--- src/rtl/mem_access_stage_if.sv ---
// Data-memory req/ack bus between the MA stage (master) and the memory (slave).
interface mem_access_stage_if #(
  parameter int NBITS = 32
);
  logic             o_mem_req;
  logic             o_mem_we;
  logic [NBITS-1:0] o_mem_addr;
  logic [3:0]       o_mem_be;
  logic [NBITS-1:0] o_mem_wdata;
  logic             i_mem_ack;
  logic [NBITS-1:0] i_mem_rdata;

  modport master (
    output o_mem_req, o_mem_we, o_mem_addr, o_mem_be, o_mem_wdata,
    input  i_mem_ack, i_mem_rdata
  );

  modport slave (
    input  o_mem_req, o_mem_we, o_mem_addr, o_mem_be, o_mem_wdata,
    output i_mem_ack, i_mem_rdata
  );
endinterface

--- src/rtl/mem_access_stage.sv ---
// Memory-access pipeline stage: issues loads/stores on a req/ack bus, aligns and
// extends load data, and presents a registered write-back record. Upstream is
// stalled while a bus transaction is outstanding.
module mem_access_stage #(
  parameter int NBITS   = 32,
  parameter int TIMEOUT = 16
) (
  input  logic               i_clk,
  input  logic               i_rst,
  input  logic               i_valid,
  input  logic [NBITS-1:0]   i_ALU_rslt,
  input  logic [NBITS-1:0]   i_eff_addr,
  input  logic [NBITS-1:0]   i_store_data,
  input  logic               i_flg_mem_op,
  input  logic               i_flg_mem_type,
  input  logic [1:0]         i_flg_mem_size,
  input  logic               i_flg_unsign,
  input  logic [4:0]         i_rd,
  input  logic [4:0]         i_rt,
  input  logic               i_flg_ALU_dst,
  output logic               o_stall,
  mem_access_stage_if.master bus,
  output logic               o_valid,
  output logic               o_wb_en,
  output logic [4:0]         o_wb_reg,
  output logic [NBITS-1:0]   o_wb_data,
  output logic               o_addr_err,
  output logic               o_bus_err
);

  typedef enum logic {IDLE, BUSY} state_t;

  state_t           r_state;
  logic [7:0]       r_cnt;
  logic             r_type;
  logic [1:0]       r_size;
  logic             r_unsign;
  logic [4:0]       r_rt;
  logic [1:0]       r_off;

  logic [1:0]       w_size;
  logic             w_misalign;
  logic [3:0]       w_be;
  logic [NBITS-1:0] w_wdata;
  logic [NBITS-1:0] w_shifted;
  logic [NBITS-1:0] w_load;

  // Size code 10 is illegal and is handled exactly like a word access.
  assign w_size     = (i_flg_mem_size == 2'b10) ? 2'b11 : i_flg_mem_size;
  assign w_misalign = (w_size == 2'b01 && i_eff_addr[0]) ||
                      (w_size == 2'b11 && i_eff_addr[1:0] != 2'b00);
  assign o_stall    = (r_state == BUSY);

  // Per-lane store data replication and byte enables. Loads fetch the whole word
  // (all lanes enabled); the wanted lane is picked out when the data returns.
  genvar gi;
  generate
    for (gi = 0; gi < 4; gi++) begin : g_lane
      assign w_wdata[8*gi +: 8] = (w_size == 2'b11) ? i_store_data[8*gi +: 8] :
                                  (w_size == 2'b01) ? i_store_data[8*(gi%2) +: 8] :
                                                      i_store_data[7:0];
      assign w_be[gi] = !i_flg_mem_type    ? 1'b1 :
                        (w_size == 2'b11)  ? 1'b1 :
                        (w_size == 2'b01)  ? (1'(gi/2) == i_eff_addr[1]) :
                                             (2'(gi) == i_eff_addr[1:0]);
    end
  endgenerate

  // Select the addressed lane of the returned word, truncate and extend it.
  assign w_shifted = bus.i_mem_rdata >> {r_off, 3'b000};
  always_comb begin
    w_load = w_shifted;
    case (r_size)
      2'b00:   w_load = r_unsign ? {{(NBITS-8){1'b0}}, w_shifted[7:0]}
                                 : {{(NBITS-8){w_shifted[7]}}, w_shifted[7:0]};
      2'b01:   w_load = r_unsign ? {{(NBITS-16){1'b0}}, w_shifted[15:0]}
                                 : {{(NBITS-16){w_shifted[15]}}, w_shifted[15:0]};
      default: w_load = w_shifted;
    endcase
  end

  // IDLE/BUSY controller with registered bus and write-back outputs.
  always_ff @(posedge i_clk or negedge i_rst) begin
    if (!i_rst) begin
      r_state         <= IDLE;
      r_cnt           <= '0;
      r_type          <= 1'b0;
      r_size          <= 2'b00;
      r_unsign        <= 1'b0;
      r_rt            <= '0;
      r_off           <= 2'b00;
      bus.o_mem_req   <= 1'b0;
      bus.o_mem_we    <= 1'b0;
      bus.o_mem_addr  <= '0;
      bus.o_mem_be    <= '0;
      bus.o_mem_wdata <= '0;
      o_valid         <= 1'b0;
      o_wb_en         <= 1'b0;
      o_wb_reg        <= '0;
      o_wb_data       <= '0;
      o_addr_err      <= 1'b0;
      o_bus_err       <= 1'b0;
    end else begin
      o_valid    <= 1'b0;
      o_wb_en    <= 1'b0;
      o_addr_err <= 1'b0;
      o_bus_err  <= 1'b0;
      case (r_state)
        IDLE: begin
          if (i_valid) begin
            if (!i_flg_mem_op) begin
              o_valid   <= 1'b1;
              o_wb_en   <= 1'b1;
              o_wb_reg  <= i_flg_ALU_dst ? i_rd : i_rt;
              o_wb_data <= i_ALU_rslt;
            end else if (w_misalign) begin
              o_valid    <= 1'b1;
              o_addr_err <= 1'b1;
              o_wb_data  <= '0;
            end else begin
              r_type          <= i_flg_mem_type;
              r_size          <= w_size;
              r_unsign        <= i_flg_unsign;
              r_rt            <= i_rt;
              r_off           <= i_eff_addr[1:0];
              r_cnt           <= '0;
              r_state         <= BUSY;
              bus.o_mem_req   <= 1'b1;
              bus.o_mem_we    <= i_flg_mem_type;
              bus.o_mem_addr  <= {i_eff_addr[NBITS-1:2], 2'b00};
              bus.o_mem_be    <= w_be;
              bus.o_mem_wdata <= w_wdata;
            end
          end
        end
        BUSY: begin
          if (bus.i_mem_ack || r_cnt == 8'(TIMEOUT - 1)) begin
            // An ack in the final allowed cycle still counts as a completion.
            r_state         <= IDLE;
            r_cnt           <= '0;
            bus.o_mem_req   <= 1'b0;
            bus.o_mem_we    <= 1'b0;
            bus.o_mem_be    <= '0;
            o_valid         <= 1'b1;
            o_wb_reg        <= r_rt;
            o_wb_data       <= '0;
            if (!bus.i_mem_ack) begin
              o_bus_err <= 1'b1;
            end else if (!r_type) begin
              o_wb_en   <= 1'b1;
              o_wb_data <= w_load;
            end
          end else begin
            r_cnt <= r_cnt + 8'd1;
          end
        end
        default: r_state <= IDLE;
      endcase
    end
  end

endmodule

--- src/flat_wrapper.sv ---
// flat-port wrapper written by rule: the top's interface ports become plain ports
module mem_access_stage_flat 
#(
  parameter int NBITS   = 32,
  parameter int TIMEOUT = 16
)
  (i_clk, i_rst, i_valid, i_ALU_rslt, i_eff_addr, i_store_data, i_flg_mem_op, i_flg_mem_type, i_flg_mem_size, i_flg_unsign, i_rd, i_rt, i_flg_ALU_dst, o_stall, o_valid, o_wb_en, o_wb_reg, o_wb_data, o_addr_err, o_bus_err, bus_o_mem_req, bus_o_mem_we, bus_o_mem_addr, bus_o_mem_be, bus_o_mem_wdata, bus_i_mem_ack, bus_i_mem_rdata);
  mem_access_stage_if #(.NBITS(NBITS)) bus_i ();
  input  logic i_clk;
  input  logic i_rst;
  input  logic i_valid;
  input  logic [NBITS-1:0] i_ALU_rslt;
  input  logic [NBITS-1:0] i_eff_addr;
  input  logic [NBITS-1:0] i_store_data;
  input  logic i_flg_mem_op;
  input  logic i_flg_mem_type;
  input  logic [1:0] i_flg_mem_size;
  input  logic i_flg_unsign;
  input  logic [4:0] i_rd;
  input  logic [4:0] i_rt;
  input  logic i_flg_ALU_dst;
  output logic o_stall;
  output logic o_valid;
  output logic o_wb_en;
  output logic [4:0] o_wb_reg;
  output logic [NBITS-1:0] o_wb_data;
  output logic o_addr_err;
  output logic o_bus_err;
  output wire logic [$bits(bus_i.o_mem_req)-1:0] bus_o_mem_req;
  output wire logic [$bits(bus_i.o_mem_we)-1:0] bus_o_mem_we;
  output wire logic [$bits(bus_i.o_mem_addr)-1:0] bus_o_mem_addr;
  output wire logic [$bits(bus_i.o_mem_be)-1:0] bus_o_mem_be;
  output wire logic [$bits(bus_i.o_mem_wdata)-1:0] bus_o_mem_wdata;
  input wire logic [$bits(bus_i.i_mem_ack)-1:0] bus_i_mem_ack;
  input wire logic [$bits(bus_i.i_mem_rdata)-1:0] bus_i_mem_rdata;
  assign bus_o_mem_req = bus_i.o_mem_req;
  assign bus_o_mem_we = bus_i.o_mem_we;
  assign bus_o_mem_addr = bus_i.o_mem_addr;
  assign bus_o_mem_be = bus_i.o_mem_be;
  assign bus_o_mem_wdata = bus_i.o_mem_wdata;
  assign bus_i.i_mem_ack = bus_i_mem_ack;
  assign bus_i.i_mem_rdata = bus_i_mem_rdata;
  mem_access_stage #(.NBITS(NBITS), .TIMEOUT(TIMEOUT)) u_core (.i_clk(i_clk), .i_rst(i_rst), .i_valid(i_valid), .i_ALU_rslt(i_ALU_rslt), .i_eff_addr(i_eff_addr), .i_store_data(i_store_data), .i_flg_mem_op(i_flg_mem_op), .i_flg_mem_type(i_flg_mem_type), .i_flg_mem_size(i_flg_mem_size), .i_flg_unsign(i_flg_unsign), .i_rd(i_rd), .i_rt(i_rt), .i_flg_ALU_dst(i_flg_ALU_dst), .o_stall(o_stall), .bus(bus_i), .o_valid(o_valid), .o_wb_en(o_wb_en), .o_wb_reg(o_wb_reg), .o_wb_data(o_wb_data), .o_addr_err(o_addr_err), .o_bus_err(o_bus_err));
endmodule
--- config.mk ---
export PLATFORM = sky130hd
export DESIGN_NAME = mem_access_stage_flat
export DESIGN_NICKNAME = d
export VERILOG_FILES = /design/src/rtl/mem_access_stage_if.sv /design/src/rtl/mem_access_stage.sv /design/src/flat_wrapper.sv
export SDC_FILE = /design/constraint.sdc
export NUM_CORES = 1
export LEC_CHECK = 0
export ABC_AREA = 1
export ABC_CLOCK_PERIOD_IN_PS = 1800
export BUFFER_PORTS_ARGS = -buffer_cell sky130_fd_sc_hd__buf_2
export CELL_PAD_IN_SITES_DETAIL_PLACEMENT = 1
export CELL_PAD_IN_SITES_GLOBAL_PLACEMENT = 2
export CORE_MARGIN = 1.5
export CORE_UTILIZATION = 26
export DETAILED_ROUTE_END_ITERATION = 10
export GPL_TIMING_DRIVEN = 0
export PLACE_DENSITY_LB_ADDON = 0.1
export REMOVE_ABC_BUFFERS = 1
export SYNTH_ARGS = -nofsm -noshare
export SYNTH_HDL_FRONTEND = slang
export SYNTH_SLANG_ARGS = --single-unit
--- constraint.sdc ---
create_clock -name i_clk -period 1.8 [get_ports i_clk]
set_input_delay 0.18 -clock i_clk [delete_from_list [all_inputs] [get_ports i_clk]]
set_output_delay 0.18 -clock i_clk [all_outputs]
set_load 0.005 [all_outputs]
==> results.py <==
metrics = {
    "critical_path": {
        "max_stage_delay_ps": 530,
        "crit_type": "flop to flop",
        "timing.critical_path.buf_inv": 3,
        "cpMostUsedCell": "nor2_1",
        "worstPathRequired_ps": 2110,
        "crit_family": "flip-flops",
        "crit_fanout": 18,
        "critPathCaptureType": "flop",
        "cp_cell_sequence": "clkinvlp_4 -> nor2_1 -> o21ai_4 -> buf_12 -> nand2_8 -> clkinv_16 -> nor2_1 -> a21oi_1",
        "crit_path_top_delay_cell": "dfrtp_4",
        "worstSetupStartpointType": "flop",
        "cp.arrival_ps": 2020,
    },
    "power_and_ir_drop": {
        "power_frac_clock_pct": 32.9,
        "power_leakage_nw": 5.13,
        "intPower_mw": 6.53,
        "total_power_mw": 10.1,
        "p_seq_share_pct": 38.4,
        "cellPowerDensity_nw_per_um2": 1060,
        "power_switching_mw": 3.61,
        "power_frac_comb_pct": 28.7,
        "irDropWorstVdd_mv": 0.513,
        "switching_share_pct": 35.6,
    },
    "routing": {
        "wl_microns": 25800,
        "wl_per_cell_microns": 16.5,
        "vias": 7006,
        "first_pass_iters": 4,
        "viasPerCell": 4.49,
        "detail_route.iter0.violations": 243,
        "drc": 0,
        "ant_nets": 0,
    },
    "logic_synthesis": {
        "synthCells": 908,
        "yosys_warnings": 0,
        "synth_area_leaders": "dfrtp_1, nand2_1, nand3_1",
        "yosys.area.top_type": "dfrtp_1",
        "synth_top_family_by_area": "simple AND/OR/NAND/NOR gates",
        "synth_cell_types": 30,
        "synth_xor_area_share_pct": 0.791,
        "syn_avg_cell_area_sq_um": 7.31,
        "synth_compound_area_share_pct": 9.19,
        "synth.area.mux_share_pct": 0,
        "synth-seq-cells": 129,
        "synth_area_sq_um": 6640,
        "synth_adder_area_share_pct": 0.188,
        "synthSimpleGateAreaFrac_pct": 34.8,
        "ys_seq_area_share_pct": 48.6,
        "synth_top_area_share_pct": 48.6,
    },
    "global_route": {
        "use_met2_pct": 32.7,
        "grtUsageMet1_pct": 25.0,
        "grt_pass1_wl_microns": 40100,
        "grt_usage_pct": 19.7,
        "busiest_layer": "met2",
        "grt_overflow": 0,
        "grt_antenna_before_repair": 2,
        "grtUsageMet3_pct": 5.73,
        "grt_pass1_vias": 7320,
        "grt_start_max_net_pins": 79,
    },
    "die": {
        "start_util_pct": 26.5,
        "fp-row-count": 58,
        "die_w_microns": 163,
        "die_h_microns": 163,
        "die_area_sq_um": 26500,
        "top_level_ports": 260,
        "coreArea_sq_um": 25100,
    },
    "worst_hold_path": {
        "min_path_type": "primary input to flop",
    },
    "timing": {
        "fin_skew_ps": 12.8,
        "period_share_pct": 95.0,
        "hold_slack_ps": 19.9,
        "finalSetupViolCount": 0,
        "hold_viol_final": 0,
        "timing.fmax_ghz": 0.584,
        "worstMarginPinSlew_ps": 598,
        "slew_violations": 0,
        "period_minus_slack_ps": 1710,
        "slew_headroom_pct": 60.1,
    },
    "final_layout": {
        "multi_input_area_sq_um": 3100,
        "layout-drive-gt1-share_pct": 28.8,
        "fin_nets": 1364,
        "final_area_sq_um": 9600,
        "final_util_pct": 38.2,
        "stdcell_count": 1561,
        "syn2layout_area_growth_pct": 44.6,
        "top_regs": "u_core.bus.o_mem_wdata: 32 flops, u_core.o_wb_data: 32 flops, u_core.bus.o_mem_addr: 30 flops",
        "nFillCells": 3166,
        "regArea_sq_um": 3240,
    },
    "run_status": {
        "status": "completed",
    },
    "run": {
        "max-cap-violations": 0,
    },
    "clock_network": {
        "cts_sinks": 129,
        "clock-root-buffer": "clkbuf_16",
        "clk_pin_slew_worst_paths_ps": 60,
        "cts_tree": "yes",
        "cts_made_buffers": 17,
        "clk_latency_ps": 430,
        "cts.htree.levels": 4,
        "cts_buffer_depth": 2,
    },
    "place": {
        "hpwl_microns": 16600,
        "place_congestion": 0.769,
        "dpl-instance-area_sq_um": 8130,
        "dp_cells": 1448,
        "numPortBuffers": 257,
    },
}
through the flow:
stage	worst slack [ps]	TNS, ps
floorplan	-1050	-89050
global placement	-2720	-458020
detailed placement	-1890	-159080
CTS	10.2	0
global route	-8.17	-13.9
finish	89.1	0
worst min-delay path, delay by kind of cell:
kind / cells / cell delay, ps
AOI/OAI and AO/OA: 1 / 120
buffers and inverters: 1 / 70
and+or+nand+nor: 1 / 30
path summary, 6_finish.rpt:
check | startpoint | end | slack (ps) | cells past startpoint
setup / recovery | u_core.o_stall$_DFF_PN0_ | u_core.o_wb_data[20]$_DFFE_PN0P_ | 90 | 8
hold / removal | i_store_data[23] | u_core.bus.o_mem_wdata[23]$_DFFE_PN0P_ | 20 | 3
setup reg to reg | u_core.o_stall$_DFF_PN0_ | u_core.o_wb_data[20]$_DFFE_PN0P_ | 90 | 8
hold reg to reg | u_core.bus.o_mem_addr[23]$_DFFE_PN0P_ | u_core.bus.o_mem_addr[23]$_DFFE_PN0P_ | 460 | 2
max in group asynchronous | i_rst | u_core.o_stall$_DFF_PN0_ | 690 | 3
min in group asynchronous | i_rst | u_core.o_wb_data[14]$_DFFE_PN0P_ | 300 | 2
synth_stat cells:
library cell / n
nand2_1: 420
dfrtp_1: 129
nor2_1: 75
nand3_1: 68
a21oi_1: 51
o21ai_0: 41
inv_1: 27
buf_2: 20
clkbuf_1: 12
buf_4: 10
o21a_1: 8
o211ai_1: 7
buf_6: 6
xor2_1: 6
inv_2: 4
nand2_2: 4
buf_1: 3
a21boi_0: 2
nand3_4: 2
nor3_1: 2
o21ai_2: 2
clkinv_2: 1
conb_1: 1
ha_1: 1
nand2_4: 1
nand3_2: 1
nand4_1: 1
nor2_2: 1
nor2_4: 1
o21ai_1: 1
layer usage:
metal,up-vias,part of all wire [%]
li1,3484,-
met1,3323,44
met2,178,48
met3,19,7.0
met4,2,1.1
met5,-,0.043
layout make-up:
type | count | share of cell area [%]
clock inverters | 14 | 1.26
repair buffers | 330 | 21.6
inverters | 32 | 1.84
diodes | 3 | 0.0782
clock buffers | 18 | 4.47
flip-flops and latches | 129 | 33.7
well taps | 330 | 4.30
multi-input cells | 700 | 32.3
repair inverters | 5 | 0.404
cells by family (layout without fill, tap and decap cells):
logic type,count (synthesis),count (layout)
simple gates,576,579
flops,129,129
compound gates,112,112
buf+inv,83,399
xor+xnor,6,6
fa+ha+maj,1,1
other cells,1,5
layout by cell type, fill, tap and decap left out, drive strengths merged:
cell type and count:
nand2 426, buf 281, dfrtp 129, nor2 78
nand3 72, a21oi 51, dlygate4sd3 48, o21ai 44
inv 35, clkbuf 18, clkinvlp 12, o21a 8
o211ai 7, xor2 6, clkinv 4, diode 3
nor3 2, a21boi 2, conb 2, nand4 1
ha 1, bufbuf 1
what timing repair did:
item,4_1_cts,5_1_grt
pin swaps,2,3
cloned,7,2
resized for setup,27,15
hold endpoints to repair,104,0
endpoints found under the setup margin,128,112
buffers inserted,11,10
hold buffers,48,0
power groups by stage:
| stage | clock (mW) | sequential [mW] | combinational [mW] |
|---|---|---|---|
| final | 3.33 | 3.90 | 2.91 |
| after global placement | 0 | 3.94 | 2.53 |
| after detailed placement | 0 | 3.96 | 2.57 |
| after CTS | 3.45 | 3.92 | 2.82 |
| after floorplan | 0 | 3.96 | 1.20 |
| after global routing | 3.57 | 3.99 | 3.31 |
Power figures use the tool's default switching activity.
